File: src/rtl/timeout_counter.sv
// timeout_counter: clearable up-counter that stops at limit and flags expiry, never wrapping.
module timeout_counter #(
  parameter int TIMEOUT_W = 16
) (
  input  logic                 clk,
  input  logic                 reset,
  input  logic                 clear,
  input  logic                 enable,
  input  logic [TIMEOUT_W-1:0] limit,
  output logic                 expired
);
  logic [TIMEOUT_W-1:0] count;
  assign expired = count == limit;
  always_ff @(posedge clk or posedge reset)
    if (reset) count <= '0;
    else if (clear) count <= '0;
    else if (enable && !expired && count != '1) count <= count + 1'b1;
endmodule

File: config.mk
export PLATFORM = sky130hd
export DESIGN_NAME = timeout_counter
export DESIGN_NICKNAME = d
export VERILOG_FILES = /design/src/rtl/timeout_counter.sv
export SDC_FILE = /design/constraint.sdc
export NUM_CORES = 1
export LEC_CHECK = 0
export CAP_MARGIN = 20
export CELL_PAD_IN_SITES_DETAIL_PLACEMENT = 1
export CELL_PAD_IN_SITES_GLOBAL_PLACEMENT = 2
export CORE_MARGIN = 2
export CORE_UTILIZATION = 31
export DETAILED_ROUTE_END_ITERATION = 8
export PLACE_DENSITY = 0.78
export SLEW_MARGIN = 20
export SYNTH_ARGS = -nofsm -noshare
export SYNTH_HDL_FRONTEND = slang
export SYNTH_SLANG_ARGS = --single-unit
File: constraint.sdc
create_clock -name clk -period 2.45 [get_ports clk]
set_clock_uncertainty 0.2 [all_clocks]
set_input_delay 0.3675 -clock clk [delete_from_list [all_inputs] [get_ports clk]]
set_output_delay 0.3675 -clock clk [all_outputs]
set_load 0.03 [all_outputs]
==> results.md <==
- At the worst endpoint, the arrival time is 1.80 ns.
- Post-CTS repair changed the size of 0 cells.
- The largest registers in the layout are count x16.
- Based on the critical path, the design can be clocked at up to approximately 420 MHz.
- The I/O pin total is 21.
- The cell area after layout is approximately 1500 um2.
- Synthesis produced a netlist with a net count of 145.
- The pin count of the biggest net entering global routing is 17.
- Setup violations remaining at the end of the flow were counted as 0.
- The analysis attributes to cell leakage a power of 0.523 nW.
- The number of instances in the synthesized netlist is 124.
- The CTS H-tree depth is 1.
- The number of antenna violations at the first check in global routing is 0.
- Detailed placement ended at an HPWL of 2.60 mm.
- Yosys mapped the design onto 38 distinct sky130hd cell types.
- The proportion of synthesized flip-flops having asynchronous set or reset is 1.00.
- The congestion estimate from routability-driven global placement came to 0.790.
- From left edge to right edge, the die measures 64.7 um.
- The flip-flop count of the largest register after layout is 16.
- Measured against its own limit, the worst slew margin works out to 0.557.
- The time the worst path needs with I/O delays and setup is 2.37 ns.
- Walking the worst path, the cells encountered are clkdlybuf4s50_1, xnor2_1, nand4_1, nor4_4, buf_4.
- The total of max-cap violations is 0.
- The average routed wire per standard cell is between 15 and 20 um.
- For this run, the total global-route usage over all layers was measured as 0.173.
- The initial core utilization is 0.317.
- VDD sags by at most 0.000203 V.
- The detail-routed via count per cell is ~5.4.
- The routed design has 3.26 mm of wire.
- At the later pin of the worst-skew pair, clock insertion delay measures approximately 0.25 ns.
- The flip-flop cell with the highest count after synthesis is sky130_fd_sc_hd__dfrtp_1.
- After floorplanning, the core was sized to cover 3610 um2.
- In this run the core area contains 22 standard-cell rows.
- The flow ran to the end, and the final reports show no timing, DRC or antenna violations.
- In this run the remaining antenna-violating nets after routing total 0.
- Compared with the post-synthesis result, the final layout area differs by 30.3%.
- Summing all flip-flop and latch instances after layout gives approximately 400 um2.
- The number of global-route vias before repair is 1185.
- STA puts the critical path data required time at roughly 1.9 ns.
- The first global-routing pass estimated approximately 5.6 mm of wire.
- The register with the most flip-flops in the final layout is count.
- TritonCTS built the clock tree.
- The length of the first detailed-routing pass in iterations is 4.
- The worst register-to-register path begins at count[0]$_DFFE_PP0P_.
- The launch point of the worst path is limit[6].
- In the final layout, the share of cells above drive strength 1 is 0.159.
- Power spread over the standard cell area amounts to 371 nW/um2.
- The share of the core filled with cells in the final layout is 0.413.
- The number of setup buffers added after CTS is 0.
- A synthesized cell averages 9.22 um2.
- The count of buffering cells on the critical path with inverters included is 2.
- For this run, global-route usage on met2 was measured as 0.304.
- TritonCTS created 3 clock buffers.
- The filler cell count is between 400 and 500.
- The kind of start point of the critical path is an input port.
- The flop and latch count out of synthesis is 16.
- The clock net in this run drives a total of 16 sinks.
- The number of input and output port buffers inserted is 20.
- The final-report max-slew violation count is 0.
- The largest individual stage delay along the critical path comes from the cell sky130_fd_sc_hd__clkdlybuf4s50_1.
- Power comes to roughly 0.55 mW.
- The buffer cell driving the clock tree root is sky130_fd_sc_hd__clkbuf_8.
- The hold violation total from the final report is 0.
- After synthesis, the cell types taking the most area are sky130_fd_sc_hd__dfrtp_1 35%, sky130_fd_sc_hd__xnor2_1 12%, sky130_fd_sc_hd__a21oi_1 6.1%.
- The kind of cell with the highest combined delay along the critical path is buffers and inverters.
- The synthesis warning total is 0.
- Measured along the y axis, the die boundary spans between 60 and 70 um.
- The most crowded layer after global routing is met2.
- The routed layout has 1081 vias.
- The register clock-pin slew on the reported worst setup and hold paths is 0.06 ns.
- The placed standard-cell area is 1440 um2.
- For the pin with the worst max-slew slack, the measured transition is 0.664 ns.
- In this run the worst path has a maximum fanout of 2.
- The post-route clock period utilization is 0.968.
- The critical path start-end classification is in2out.
- The global-route met3 utilization is 0.0243.
- In this run, the number of DRC markers left after iteration 0 of detailed routing was 32.
- The overall die area is 4190 um2.
- The total global routing overflow is 0.
- The net total in the final layout is 174.
- The post-cts hold buffer count is 0.
- The element type at the critical path end is an output port.
- The area used by multi-input combinational logic is between 700 and 800 um2.
- Leaving out fill and tap cells, the most frequent cell in the layout is sky130_fd_sc_hd__clkdlybuf4s50_1.
- Setup repair after global routing left no endpoint under its margin.
- The remaining routing DRC violations is 0.
- The summed negative setup slack over all endpoints is 0 ns.
- The clock passes through at most 2 buffers.
- The path class of the tightest hold or removal check is in2async.
- Leaving out fill and tap cells, the most frequent cells in the layout are 19 x sky130_fd_sc_hd__clkdlybuf4s50_1, 16 x sky130_fd_sc_hd__xnor2_1, 16 x sky130_fd_sc_hd__dfrtp_1.
- In the global route stage, met1 resource usage came out at 0.217.
- The number of antenna diodes in the final layout is 0.
- The share of synthesized area occupied by flip-flops and latches is 0.350.
- Of the post-synthesis cell area, the dominant cell type holds 0.350.
- For this run, the slowest stage of the critical path takes 0.48 ns.
- The count of flip-flops with a built-in enable after synthesis is 0.
- Summed over all instances, the cell type with the most area after synthesis is sky130_fd_sc_hd__dfrtp_1.
- The netlist area before placement is around 1100 um2.
path summary, 6_finish.rpt:
kind	slack, ns	cells past startpoint	to
min in group clk	0.38	2	count[10]$_DFFE_PP0P_
worst max register to register	0.19	7	count[6]$_DFFE_PP0P_
worst max-delay path	0.08	5	expired
worst min-delay path	0.31	2	count[2]$_DFFE_PP0P_
worst min register to register	0.38	2	count[10]$_DFFE_PP0P_
max in group asynchronous	1.32	2	count[14]$_DFFE_PP0P_
layer usage:
| metal | up-vias | routed length, um |
|---|---|---|
| met4 | 0 | 63 |
| met3 | 7 | 84 |
| met1 | 523 | 1500 |
| li1 | 531 | - |
| met5 | - | 0 |
| met2 | 20 | 1610 |
kinds of logic after synthesis:
family / count (synthesis) / synth area share
compound gates: 33 / 0.185
flops: 16 / 0.350
simple gates: 48 / 0.280
fa+ha+maj: 1 / 0.0109
buf+inv: 9 / 0.0416
mux: 1 / 0.00985
xor+xnor: 16 / 0.123
cell usage after synthesis (2+ instances only):
library cell	n
sky130_fd_sc_hd__buf_2	2
sky130_fd_sc_hd__o31ai_1	8
sky130_fd_sc_hd__or4_1	9
sky130_fd_sc_hd__nor2_1	2
sky130_fd_sc_hd__a21oi_1	14
sky130_fd_sc_hd__or3_1	5
sky130_fd_sc_hd__dfrtp_1	16
sky130_fd_sc_hd__o21ai_0	6
sky130_fd_sc_hd__or2_2	2
sky130_fd_sc_hd__nand4_1	5
sky130_fd_sc_hd__nand2_1	6
sky130_fd_sc_hd__xnor2_1	16
sky130_fd_sc_hd__nand3_1	6
sky130_fd_sc_hd__inv_1	3
area by class of cell:
class,count,share of cell area
multi-input combinational,99,0.473
sequential,16,0.269
timing repair buffer,30,0.183
tap,48,0.0403
clock buffer,3,0.0277
inverter,3,0.00756
power breakdown:
group          internal (mW)  switching, mW
registers              0.267        0.00306
clock network          0.109         0.0910
logic                 0.0470         0.0362
stage by stage:
step | worst slack [ns] | hold slack, ns | instances
finish | 0.0790 | 0.310 | 199
detailed placement | -0.00497 | 0.374 | 196
global route | 0.0178 | 0.372 | 199
global placement | 0.0329 | 0.365 | 196
floorplan | 0.0521 | 0.0812 | 124
CTS | 0.0301 | 0.344 | 199
Note: power is estimated with default switching activity, not from simulation.
